File: src/rtl/lbdr_pkg.sv
// Shared types and constants for the LBDR routing unit.
// Optional feature macro: LBDR_DEROUTE_EN (adds the deroute table).
package lbdr_pkg;

  // Flit type encodings
  localparam logic [2:0] FLIT_HEADER  = 3'b001;
  localparam logic [2:0] FLIT_PAYLOAD = 3'b010;
  localparam logic [2:0] FLIT_TAIL    = 3'b100;

  // Port indices into the one-hot request vector
  localparam int unsigned P_N = 0;
  localparam int unsigned P_E = 1;
  localparam int unsigned P_W = 2;
  localparam int unsigned P_S = 3;
  localparam int unsigned P_L = 4;

  // Rxy: [0]Rne [1]Rnw [2]Ren [3]Res [4]Rwn [5]Rws [6]Rse [7]Rsw
  typedef logic [7:0] rxy_t;
  // Cx: [0]N [1]E [2]W [3]S
  typedef logic [3:0] cx_t;
  // Deroute table: 2-bit port code per direction, [1:0]N [3:2]E [5:4]W [7:6]S
  typedef logic [7:0] drt_t;
  // One-hot port request {L,S,W,E,N}
  typedef logic [4:0] port_vec_t;

  typedef enum logic {
    ST_IDLE,
    ST_PKT
  } state_t;

endpackage

File: src/rtl/lbdr_route_calc.sv
// Combinational LBDR route computation: one-hot port request plus
// unroutable flag. Optional macro: LBDR_DEROUTE_EN.
module lbdr_route_calc
  import lbdr_pkg::*;
#(
  parameter int unsigned COORD_W = 2
) (
  input  rxy_t                   rxy,
  input  cx_t                    cx,
`ifdef LBDR_DEROUTE_EN
  input  drt_t                   drt,
`endif
  input  logic [2*COORD_W-1:0]   cur_addr,
  input  logic [2*COORD_W-1:0]   dst_addr,
  output port_vec_t              port_oh,
  output logic                   unroute
);

  logic [COORD_W-1:0] x_cur, y_cur, x_dst, y_dst;
  logic n1, s1, e1, w1;
  logic n, e, w, s, l;

  assign x_cur = cur_addr[COORD_W-1:0];
  assign y_cur = cur_addr[2*COORD_W-1:COORD_W];
  assign x_dst = dst_addr[COORD_W-1:0];
  assign y_dst = dst_addr[2*COORD_W-1:COORD_W];

  assign n1 = y_dst < y_cur;
  assign s1 = y_cur < y_dst;
  assign e1 = x_cur < x_dst;
  assign w1 = x_dst < x_cur;

  assign n = ((n1 & ~e1 & ~w1) | (n1 & e1 & rxy[0]) | (n1 & w1 & rxy[1])) & cx[0];
  assign e = ((e1 & ~n1 & ~s1) | (e1 & n1 & rxy[2]) | (e1 & s1 & rxy[3])) & cx[1];
  assign w = ((w1 & ~n1 & ~s1) | (w1 & n1 & rxy[4]) | (w1 & s1 & rxy[5])) & cx[2];
  assign s = ((s1 & ~e1 & ~w1) | (s1 & e1 & rxy[6]) | (s1 & w1 & rxy[7])) & cx[3];
  assign l = ~n1 & ~e1 & ~w1 & ~s1;

  // Priority select N>E>W>S keeps the request one-hot; deroute as fallback
  always_comb begin
    logic [1:0] dsel;
    port_oh = '0;
    unroute = 1'b0;
    dsel    = 2'd0;
    if (l)      port_oh[P_L] = 1'b1;
    else if (n) port_oh[P_N] = 1'b1;
    else if (e) port_oh[P_E] = 1'b1;
    else if (w) port_oh[P_W] = 1'b1;
    else if (s) port_oh[P_S] = 1'b1;
    else begin
`ifdef LBDR_DEROUTE_EN
      if (n1)      dsel = drt[1:0];
      else if (e1) dsel = drt[3:2];
      else if (w1) dsel = drt[5:4];
      else         dsel = drt[7:6];
      if (cx[dsel]) port_oh[dsel] = 1'b1;
      else          unroute       = 1'b1;
`else
      unroute = 1'b1;
`endif
    end
  end

endmodule

File: src/rtl/lbdr_route_unit.sv
// Packet-aware LBDR routing stage with runtime-writable Rxy/Cx/address.
// Optional macro: LBDR_DEROUTE_EN (adds Drt_rst/cfg_drt deroute table).
module lbdr_route_unit
  import lbdr_pkg::*;
#(
  parameter int unsigned COORD_W   = 2,
  parameter int unsigned FLIT_ID_W = 3
) (
  input  logic                   clk,
  input  logic                   rst,
  input  logic [7:0]             Rxy_rst,
  input  logic [3:0]             Cx_rst,
  input  logic [2*COORD_W-1:0]   cur_addr_rst,
`ifdef LBDR_DEROUTE_EN
  input  logic [7:0]             Drt_rst,
  input  logic [7:0]             cfg_drt,
`endif
  input  logic                   cfg_we,
  input  logic [7:0]             cfg_rxy,
  input  logic [3:0]             cfg_cx,
  input  logic [2*COORD_W-1:0]   cfg_cur_addr,
  input  logic                   empty,
  input  logic [FLIT_ID_W-1:0]   flit_id,
  input  logic [2*COORD_W-1:0]   dst_addr,
  output logic                   Nport,
  output logic                   Eport,
  output logic                   Wport,
  output logic                   Sport,
  output logic                   Lport,
  output logic                   busy,
  output logic                   err_proto,
  output logic                   err_unroute
);

  state_t               state;
  rxy_t                 rxy_q;
  cx_t                  cx_q;
  logic [2*COORD_W-1:0] cur_q;
  port_vec_t            ports_q;
  logic                 drain;
  port_vec_t            route;
  logic                 unroute;
  logic                 is_hdr, is_pay, is_tail;
`ifdef LBDR_DEROUTE_EN
  drt_t                 drt_q;
`endif

  assign is_hdr  = flit_id == FLIT_ID_W'(FLIT_HEADER);
  assign is_pay  = flit_id == FLIT_ID_W'(FLIT_PAYLOAD);
  assign is_tail = flit_id == FLIT_ID_W'(FLIT_TAIL);

  lbdr_route_calc #(.COORD_W(COORD_W)) u_calc (
    .rxy      (rxy_q),
    .cx       (cx_q),
`ifdef LBDR_DEROUTE_EN
    .drt      (drt_q),
`endif
    .cur_addr (cur_q),
    .dst_addr (dst_addr),
    .port_oh  (route),
    .unroute  (unroute)
  );

  // Packet FSM, config registers and registered port/status outputs
  always_ff @(posedge clk) begin
    if (!rst) begin
      state       <= ST_IDLE;
      ports_q     <= '0;
      busy        <= 1'b0;
      drain       <= 1'b0;
      err_proto   <= 1'b0;
      err_unroute <= 1'b0;
      rxy_q       <= Rxy_rst;
      cx_q        <= Cx_rst;
      cur_q       <= cur_addr_rst;
`ifdef LBDR_DEROUTE_EN
      drt_q       <= Drt_rst;
`endif
    end else begin
      err_unroute <= 1'b0;
      drain       <= 1'b0;
      // The tail drain cycle is time-based: the clear happens even when
      // empty is high, and a header in this same cycle overrides it below.
      if (drain) begin
        ports_q <= '0;
        busy    <= 1'b0;
      end
      if (cfg_we) begin
        if (state == ST_IDLE) begin
          rxy_q <= cfg_rxy;
          cx_q  <= cfg_cx;
          cur_q <= cfg_cur_addr;
`ifdef LBDR_DEROUTE_EN
          drt_q <= cfg_drt;
`endif
        end else begin
          err_proto <= 1'b1;
        end
      end
      if (!empty) begin
        unique case (state)
          ST_IDLE: begin
            if (is_hdr) begin
              if (!unroute) begin
                ports_q <= route;
                busy    <= 1'b1;
                state   <= ST_PKT;
              end else begin
                ports_q     <= '0;
                busy        <= 1'b0;
                err_unroute <= 1'b1;
              end
            end else begin
              err_proto <= 1'b1;
            end
          end
          ST_PKT: begin
            if (is_hdr) begin
              err_proto <= 1'b1;
              // A replacement header with no legal port abandons the packet
              if (!unroute) begin
                ports_q <= route;
              end else begin
                ports_q     <= '0;
                busy        <= 1'b0;
                err_unroute <= 1'b1;
                state       <= ST_IDLE;
              end
            end else if (is_tail) begin
              state <= ST_IDLE;
              drain <= 1'b1;
            end else if (!is_pay) begin
              err_proto <= 1'b1;
            end
          end
          default: state <= ST_IDLE;
        endcase
      end
    end
  end

  assign Nport = ports_q[P_N];
  assign Eport = ports_q[P_E];
  assign Wport = ports_q[P_W];
  assign Sport = ports_q[P_S];
  assign Lport = ports_q[P_L];

endmodule

File: config.mk
export PLATFORM = sky130hd
export DESIGN_NAME = lbdr_route_unit
export DESIGN_NICKNAME = d
export VERILOG_FILES = /design/src/rtl/lbdr_pkg.sv /design/src/rtl/lbdr_route_calc.sv /design/src/rtl/lbdr_route_unit.sv
export SDC_FILE = /design/constraint.sdc
export NUM_CORES = 1
export LEC_CHECK = 0
export CELL_PAD_IN_SITES_DETAIL_PLACEMENT = 0
export CELL_PAD_IN_SITES_GLOBAL_PLACEMENT = 1
export CORE_MARGIN = 2
export CORE_UTILIZATION = 34
export CTS_BUF_LIST = sky130_fd_sc_hd__clkbuf_8
export DETAILED_ROUTE_END_ITERATION = 8
export GPL_TIMING_DRIVEN = 0
export PLACE_DENSITY = 0.92
export SYNTH_ARGS = -nofsm -noshare
export SYNTH_HDL_FRONTEND = slang
export SYNTH_SLANG_ARGS = --single-unit
File: constraint.sdc
create_clock -name clk -period 2.75 [get_ports clk]
set_input_delay 0.4125 -clock clk [delete_from_list [all_inputs] [get_ports clk]]
set_output_delay 0.4125 -clock clk [all_outputs]
set_load 0.1 [all_outputs]
==> reports/metrics.cfg, run 1 <==
[critical_path]
reg2reg_depth=6
slowest_stage=or4_4
crit_path_cell_trace=clkdlybuf4s50_1 -> inv_1 -> ha_1 -> nand2_1 -> or4_4 -> a211oi_4 -> nor2_1 -> and3_1
cp.buffers_inverters=2
cp.arrival_ns=2.43
path_max_fanout=4
r2r-start=cur_q[3]$_DFFE_PP_
endpoint_kind=flip-flop
r2r_slack_ns=0.74
critical_path_class=in -> reg
critPathLaunchType=primary input
path_delay_family=simple AND/OR/NAND/NOR gates
required_ns=2.91
crit_path_max_incr_delay_ns=0.57
r2r_end=err_unroute$_SDFF_PP0_

[clocking]
htree_levels=1
root_buffer=clkbuf_8
clk_latency_ns=0.26
clkTransAtPathRegs_ns=0.08
cts_num_sinks=26
post-cts-setup-buffers=0
cts_buffer_depth=2
ctsResizeCount=0
cts_hold_buf=0
cts_buffers=3
tritoncts=yes

[global_routing]
grt_use_total_pct=13.1
grt_pass1_wl_um=4500
grt_max_degree=15
antenna_found_initial=0
gr-total-overflow=0
grt_pass1_vias=1098

[synthesis]
syn_inst=123
synth_area_leader_cell=edfxtp_1
ys_types=33
synth-seq-cells=26
synth_top_area_share_pct=35.1
syn_nets=170
synth.avg_cell_area_um2=11.1
yosys-top-cells-area=edfxtp_1 35%, dfxtp_1 15%, mux2_2 13%
ys_warn_count=0
syn-cell-area_um2=1370
yosysSeqAreaShare_pct=49.8

[die]
die_w_um=67.4
core_um2=3940
rows=23
initial_utilization_pct=34.7
die_area_um2=4550
pin_count=51
fp.dieH_um=67.4

[timing]
fmax_mhz=441
finalMaxSlewViolations=0
rsz0062_at_grt=no
final_hold_viol_count=0
layout_setup_ws_ns=0.485
setup_viol=0
period_share_pct=82.4
worst_pin_slew_ns=0.966
slew_headroom_pct=35.4
skew_ns=0.00441
layout_min_cycle_time_ns=2.27
hold_slack_ns=0.512
tns_ns=0

[placed_design]
place_ws_ns=0.195
gp_congestion=0.812
io_buffers=49
hpwl_um=2300

[min_path]
hp-class=reg -> reg
holdCritStartpoint=ports_q[3]$_SDFF_PN0_
holdPathEnd=ports_q[3]$_SDFF_PN0_
hold_depth=2

[pwr]
p_sw_share_pct=25.1
total_leakage_power_nw=0.729
p_seq_share_pct=51.8
comb_power_share_pct=23.7
intPower_mw=0.652
clkPwrFrac_pct=24.5
power.total_mw=0.870
irDropWorstVdd_v=0.000177
p_per_area_nw_per_um2=441
p_switching_mw=0.219

[finish]
fillCellCount=325
areaGrowthSynthToFinish_pct=44.3
drive_gt1_share_pct=12.4
nNetsFinal=225
antenna_cells=0
layout_commonest_cell=clkdlybuf4s50_1
fin_util_pct=50.0
final_cell_mix=49 x clkdlybuf4s50_1, 16 x mux2_2, 16 x edfxtp_1

[route]
drcViolationCount=0
antenna_left=0
viasPerCell=4.83
vias=1097
dr.first_iter.drc_count=41
post_drt_wl_per_cell_um=12.1
drt-total-wl_um=2760
dr.pass1.iters=4

[job]
maxCapViolCount=0

[status]
status=finished clean

[power groups by stage]
stage / sequential [mW] / clock (mW) / combinational (mW)
floorplan: 0.478 / 0 / 0.0994
global placement: 0.460 / 0 / 0.201
detailed placement: 0.460 / 0 / 0.206
CTS: 0.451 / 0.220 / 0.208
global route: 0.453 / 0.231 / 0.226
finish: 0.451 / 0.213 / 0.206
[flip-flops by register name (all words and copies together) (netlist names)]
| signal | cells |
|---|---|
| busy | 1 |
| cur_q | 4 |
| cx_q | 4 |
| drain | 1 |
| err_proto | 1 |
| err_unroute | 1 |
| ports_q | 5 |
| rxy_q | 8 |
| state | 1 |
[worst max-delay path by stage]
stage	end	start	cells after the start	slack (ns)
2_1_floorplan	cur_q[0]$_DFFE_PP_	rst	3	0.72
3_3_place_gp	cur_q[1]$_DFFE_PP_	cfg_we	3	-0.14
3_5_place_dp	err_unroute$_SDFF_PP0_	dst_addr[3]	8	0.19
4_1_cts	err_unroute$_SDFF_PP0_	dst_addr[3]	8	0.47
5_1_grt	err_unroute$_SDFF_PP0_	dst_addr[1]	8	0.36
6_report	err_unroute$_SDFF_PP0_	dst_addr[3]	8	0.48
[kinds of logic (layout without fill, tap and decap cells)]
| kind of cell | Yosys count | count (layout) | synth area share [%] |
|---|---|---|---|
| AOI/OAI and AO/OA | 27 | 27 | 14.0 |
| xor gates and xnor gates | 1 | 1 | 0.641 |
| adders and majority gates | 4 | 4 | 3.66 |
| buffers and inverters | 9 | 63 | 2.47 |
| DFF | 26 | 26 | 49.8 |
| muxes | 16 | 16 | 13.2 |
| and+or+nand+nor | 40 | 40 | 16.3 |
[worst register-to-register path, delay by kind of cell (launching register included)]
family / cells / cell delay [ns]
flops: 1 / 0.38
fa+ha+maj: 1 / 0.30
compound gates: 1 / 0.31
simple gates: 4 / 0.93
[per-stage QoR]
step | cells | area [um^2]
2_1_floorplan | 123 | 1370
3_3_place_gp | 222 | 1920
3_5_place_dp | 223 | 1930
4_1_cts | 227 | 1970
5_1_grt | 227 | 1970
6_report | 227 | 1970
[synthesized netlist by cell type]
library cell	number
dfxtp_1	10
ha_1	4
a21oi_1	7
nand4b_1	1
o21a_1	3
or2b_1	1
and2_1	2
o211a_1	1
xor2_1	1
nand2_1	7
mux2_2	16
a21boi_0	1
o31ai_1	3
clkbuf_1	3
nor2b_1	8
nand3_1	1
o22ai_1	1
and4_1	1
edfxtp_1	16
o32ai_1	1
nor2_1	8
a211oi_4	1
or3_1	3
o2111ai_1	1
o211ai_1	2
inv_1	6
o21ai_0	5
nand4_1	1
or4_4	1
nor3_1	2
nor3b_1	2
a221o_1	1
and3_1	2
[area by class of cell]
cell class / instances / area [um^2] / area share [%]
Tap cell: 50 / 62.6 / 3.17
Multi-Input combinational cell: 88 / 653 / 33.1
Clock buffer: 3 / 41.3 / 2.09
Inverter: 6 / 22.5 / 1.14
Buffer: 3 / 11.3 / 0.571
Clock inverter: 1 / 3.75 / 0.190
Timing Repair Buffer: 50 / 498 / 25.2
Sequential cell: 26 / 681 / 34.5
[metal layers]
metal	vias up	GRT usage [%]	routed length, um
met4	0	4.59	19
met2	33	24.8	1410
met3	2	2.17	147
li1	569	-	-
met5	-	0	0
met1	493	14.6	1180
Note: power is estimated with default switching activity, not from simulation.
==> run 2, diff against run 1 <==
clock period = 2.1 ns   (was 2.75 ns; I/O delays follow)
==> run 2 against run 1 <==
Power increased by 34%. Register-to-register slack got worse by 0.67 ns. Count of clock-buffer cells in the layout unchanged. Sequential share of layout area decreased by 1.2 points. Cell count unchanged. Via count increased by 1.1%.
==> reports/metrics.cfg, run 2 (synthesis results as in run 1) <==
[placed_design]
io_buffers=49  ; unchanged
place_ws_ns=-0.358  ; -0.553 ns
hpwl_um=2300  ; unchanged
gp_congestion=0.812  ; unchanged

[critical_path]
critical_path_class=reg -> out
r2r_slack_ns=0.07  ; -0.67 ns
reg2reg_depth=6  ; unchanged
cp.arrival_ns=1.74  ; -0.69 ns
worstSetupStartpoint=ports_q[2]$_SDFF_PN0_
crit_path_end=Wport
slowest_stage=clkdlybuf4s50_1
critPathLaunchType=flip-flop
path_delay_family=buffers and inverters
r2r-start=cur_q[3]$_DFFE_PP_
cp.buffers_inverters=1  ; -1
required_ns=1.78  ; -1.13 ns
worst-path-stages=1  ; -7
crit_path_max_incr_delay_ns=1.14  ; +0.57 ns
endpoint_kind=output port
crit_path_cell_trace=clkdlybuf4s50_1
path_max_fanout=2  ; -2
r2r_end=err_unroute$_SDFF_PP0_

[pwr]
p_per_area_nw_per_um2=568  ; +29%
total_leakage_power_nw=0.807  ; +11%
irDropWorstVdd_v=0.000251  ; +42%

[global_routing]
grt_use_total_pct=13.1  ; +0.035 points
gr-total-overflow=0  ; unchanged
grt_pass1_vias=1098  ; unchanged
grt_pass1_wl_um=4510  ; +0.31%
grt_max_degree=15  ; unchanged
antenna_found_initial=0  ; unchanged

[clocking]
clk_latency_ns=0.26  ; about the same
tritoncts=yes
htree_levels=1  ; unchanged
cts_buffers=3  ; unchanged
cts_num_sinks=26  ; unchanged
root_buffer=clkbuf_8
cts_buffer_depth=2  ; unchanged
clkTransAtPathRegs_ns=0.08  ; about the same
post-cts-setup-buffers=0  ; unchanged

[finish]
antenna_cells=0  ; unchanged
final_cell_mix=43 x clkdlybuf4s50_1, 16 x mux2_2, 16 x edfxtp_1
reg_top3=rxy_q x8, ports_q x5
nNetsFinal=225  ; unchanged
largest_reg_flops=8  ; unchanged
largest-register=rxy_q
areaGrowthSynthToFinish_pct=49.6
layout_commonest_cell=clkdlybuf4s50_1
drive_gt1_share_pct=19.2  ; +6.8 points

[timing]
period_share_pct=97.8
final_hold_viol_count=0  ; unchanged
worst_pin_slew_ns=0.968  ; +0.00155 ns
layout_setup_ws_ns=0.0471  ; -0.438 ns
hold_slack_ns=0.508  ; -0.00490 ns
setup_viol=0  ; unchanged
finalMaxSlewViolations=0  ; unchanged
layout_min_cycle_time_ns=2.05
rsz0062_at_grt=no
skew_ns=0.00359  ; -0.000819 ns
fmax_mhz=487
slew_headroom_pct=35.3  ; -0.10 points

[die]
core_um2=3940  ; unchanged
rows=23  ; unchanged
die_area_um2=4550  ; unchanged
pin_count=51  ; unchanged
die_w_um=67.4  ; unchanged
initial_utilization_pct=34.7  ; unchanged
fp.dieH_um=67.4  ; unchanged

[route]
post_drt_wl_per_cell_um=12.8  ; +5.3%
viasPerCell=4.89  ; +1.1%
vias=1109  ; +1.1%
drt-total-wl_um=2900  ; +5.3%
drcViolationCount=0  ; unchanged
dr.pass1.iters=4  ; unchanged
antenna_left=0  ; unchanged
dr.first_iter.drc_count=58  ; +41%

[min_path]
hp-class=reg -> reg
holdCritStartpoint=ports_q[3]$_SDFF_PN0_

[status]
status=finished clean

[job]
maxCapViolCount=0  ; unchanged

[run 2: cell count changes in the layout (fill, tap and decap cells not counted), moves of 2 or more]
cell and delta:
nor2b_2 +2, ha_1 -4, inv_2 +2, nor2b_1 -2
dlymetal6s2s_1 +6, nand2_1 -2, nand2_2 +2, clkdlybuf4s50_1 -6
inv_1 -2, ha_4 +3
[run 2: layer usage]
| layer | track usage (%) | part of all wire, % | vias to the layer above |
|---|---|---|---|
| li1 | - | - | 566 |
| met4 | 4.59 | 0.65 | 0 |
| met2 | 24.8 | 52 | 35 |
| met3 | 2.17 | 5.1 | 2 |
| met1 | 14.7 | 42 | 506 |
| met5 | 0 | 0 | - |
[run 2: layout make-up]
cell class	instances	area (um^2)
Fill cell	323	1900
Multi-Input combinational cell	88	711
Sequential cell	26	681
Timing Repair Buffer	50	513
Tap cell	50	62.6
Clock buffer	3	41.3
Inverter	6	22.5
Buffer	3	11.3
Clock inverter	1	3.75
[run 2: power breakdown]
part / switching (mW) / total [mW] / internal, mW
Sequential: 0.0128 / 0.592 / 0.579
Clock: 0.146 / 0.277 / 0.131
Combinational: 0.136 / 0.293 / 0.157
[run 2: worst min path at each step]
stage / depth (start not counted) / endpoint / slack [ns]
global route: 2 / ports_q[3]$_SDFF_PN0_ / 0.53
CTS: 2 / ports_q[3]$_SDFF_PN0_ / 0.51
floorplan: 1 / drain$_SDFF_PP0_ / 0.50
finish: 2 / ports_q[3]$_SDFF_PN0_ / 0.51
detailed placement: 2 / ports_q[3]$_SDFF_PN0_ / 0.50
global placement: 2 / ports_q[3]$_SDFF_PN0_ / 0.49
[run 2: stage by stage]
step           std cells  cell area, um^2  power, mW  util (%)  setup TNS (ns)
6_report             227             2050       1.16      51.9               0
5_1_grt              227             2050       1.22      51.9               0
4_1_cts              227             1990       1.16      50.4               0
3_5_place_dp         223             1930      0.872      48.9           -1.67
3_3_place_gp         222             1920      0.865      48.7          -12.67
2_1_floorplan        123             1370      0.756         -               0
[run 2: repair_timing]
action                     4_1_cts  5_1_grt
resized for setup                1       17
pin swaps                        2        5
setup endpoints to repair        2        8
hold buffers                     0        0
==> run 3, diff against run 2 <==
PLACE_DENSITY = 0.81   (was 0.92)
==> run 3 against run 2 <==
Sequential power hardly changed. Wire length fell by 3.7%. Sequential share of layout area down 0.22 points. Critical path type unchanged. Largest power group unchanged.
==> reports/metrics.cfg, run 3 (synthesis results as in run 1) <==
[status]
status=finished clean

[pwr]
total_leakage_power_nw=0.777  ; -3.7%
irDropWorstVdd_v=0.000254  ; +1.2%
p_per_area_nw_per_um2=630  ; +11%
power.total_mw=1.30  ; +12%

[critical_path]
crit_path_cell_trace=clkdlybuf4s50_1
critPathLaunchType=flip-flop
cp.buffers_inverters=1  ; unchanged
crit_path_max_incr_delay_ns=1.13  ; about the same
required_ns=1.78  ; about the same
critical_path_class=reg -> out
path_max_fanout=2  ; unchanged
cp.arrival_ns=1.74  ; about the same
path_delay_family=buffers and inverters
slowest_stage=clkdlybuf4s50_1
endpoint_kind=output port

[route]
dr.pass1.iters=4  ; unchanged
antenna_left=0  ; unchanged
drt-total-wl_um=2800  ; -3.7%
vias=1098  ; -0.99%
drcViolationCount=0  ; unchanged
dr.first_iter.drc_count=59  ; +1.7%
viasPerCell=4.84  ; -0.99%
post_drt_wl_per_cell_um=12.3  ; -3.7%

[placed_design]
placed_cell_area_um2=1930  ; unchanged
gp_congestion=0.798  ; -1.7%
hpwl_um=2220  ; -3.5%
io_buffers=49  ; unchanged

[timing]
worst_pin_slew_ns=0.964  ; -0.00383 ns
period_share_pct=97.9  ; +0.17 points
finalMaxSlewViolations=0  ; unchanged
final_hold_viol_count=0  ; unchanged
layout_min_cycle_time_ns=2.06  ; +0.00353 ns
hold_slack_ns=0.503  ; -0.00469 ns
setup_viol=0  ; unchanged
slew_headroom_pct=35.6  ; +0.26 points
fmax_mhz=486  ; -0.17%
rsz0062_at_grt=no
skew_ns=0.00195  ; -0.00164 ns

[global_routing]
grt_use_total_pct=13.1  ; -0.035 points
gr-total-overflow=0  ; unchanged
grt_pass1_wl_um=4530  ; +0.31%
grt_max_degree=16  ; +1
grt_pass1_vias=1078  ; -1.8%
antenna_found_initial=0  ; unchanged

[clocking]
clk_latency_ns=0.27  ; about the same
tritoncts=yes
clkTransAtPathRegs_ns=0.09  ; about the same
htree_levels=1  ; unchanged
cts_hold_buf=0  ; unchanged
cts_buffer_depth=2  ; unchanged
cts_num_sinks=26  ; unchanged
cts_buffers=3  ; unchanged
root_buffer=clkbuf_8
post-cts-setup-buffers=0  ; unchanged

[die]
rows=23  ; unchanged
die_area_um2=4550  ; unchanged
die_w_um=67.4  ; unchanged
fp.dieH_um=67.4  ; unchanged
core_um2=3940  ; unchanged
initial_utilization_pct=34.7  ; unchanged
pin_count=51  ; unchanged

[finish]
nNetsFinal=225  ; unchanged
largest_reg_flops=8  ; unchanged
final_cell_mix=46 x clkdlybuf4s50_1, 16 x mux2_2, 16 x edfxtp_1
antenna_cells=0  ; unchanged
layout_commonest_cell=clkdlybuf4s50_1
final_area_um2=2060  ; +0.67%
reg_top3=rxy_q x8, ports_q x5
drive_gt1_share_pct=18.1  ; -1.1 points
largest-register=rxy_q
areaGrowthSynthToFinish_pct=50.6

[job]
maxCapViolCount=0  ; unchanged

[min_path]
hp-class=reg -> reg

-- run 3: cell types whose count changed in the layout (fill, tap and decap cells not counted) --
| cell | change |
|---|---|
| bufinv_16 | +1 |
| clkdlybuf4s50_1 | +3 |
| dlymetal6s2s_1 | -3 |
| ha_1 | +1 |
| ha_2 | -1 |
| inv_2 | -1 |
| nor2_1 | +1 |
| nor2_2 | -1 |
-- run 3: worst min-delay path, stage by stage (launching register included) --
cell	delay, ns
dfxtp_1	0.32
nand3_1	0.08
o31ai_1	0.06
-- run 3: area by class of cell --
class,count,area (um^2)
plain buffers,3,11.3
clock inverters,1,30.0
repair buffers,50,505
well taps,50,62.6
inverters,6,22.5
fillers,338,1880
flip-flops and latches,26,681
clock buffers,3,41.3
multi-input cells,88,706
-- run 3: layer usage --
layer / vias to the layer above / GRT usage, % / part of all wire [%]
li1: 565 / - / -
met4: 0 / 4.59 / 0.93
met3: 4 / 2.00 / 5.1
met2: 34 / 23.6 / 49
met5: - / 0 / 0
met1: 495 / 15.6 / 45
-- run 3: worst paths after layout --
kind	start	to	slack, ns	cells past startpoint
max	ports_q[3]$_SDFF_PN0_	Sport	0.04	1
min	ports_q[2]$_SDFF_PN0_	ports_q[2]$_SDFF_PN0_	0.50	2
max reg2reg	cur_q[3]$_DFFE_PP_	err_unroute$_SDFF_PP0_	0.07	6
min reg2reg	ports_q[2]$_SDFF_PN0_	ports_q[2]$_SDFF_PN0_	0.50	2
-- run 3: report_power, final --
group	leakage (nW)	internal (mW)	total (mW)	switching, mW
logic	0.497	0.155	0.290	0.134
clock network	0.0357	0.255	0.417	0.162
registers	0.244	0.579	0.591	0.0119
-- run 3: metrics by stage --
step	std cells	setup TNS, ns	util [%]	setup WS (ns)
final	227	0	52.2	0.0435
after global routing	227	0	52.2	0.00403
after CTS	227	0	51.0	0.00658
after detailed placement	223	-1.67	48.9	-0.347
after global placement	222	-13.17	48.7	-0.723
after floorplan	123	0	-	0.138
-- run 3: timing repair --
action,in CTS,in global routing
setup endpoints to repair,3,6
pin swaps,2,3
gates resized for setup,1,12
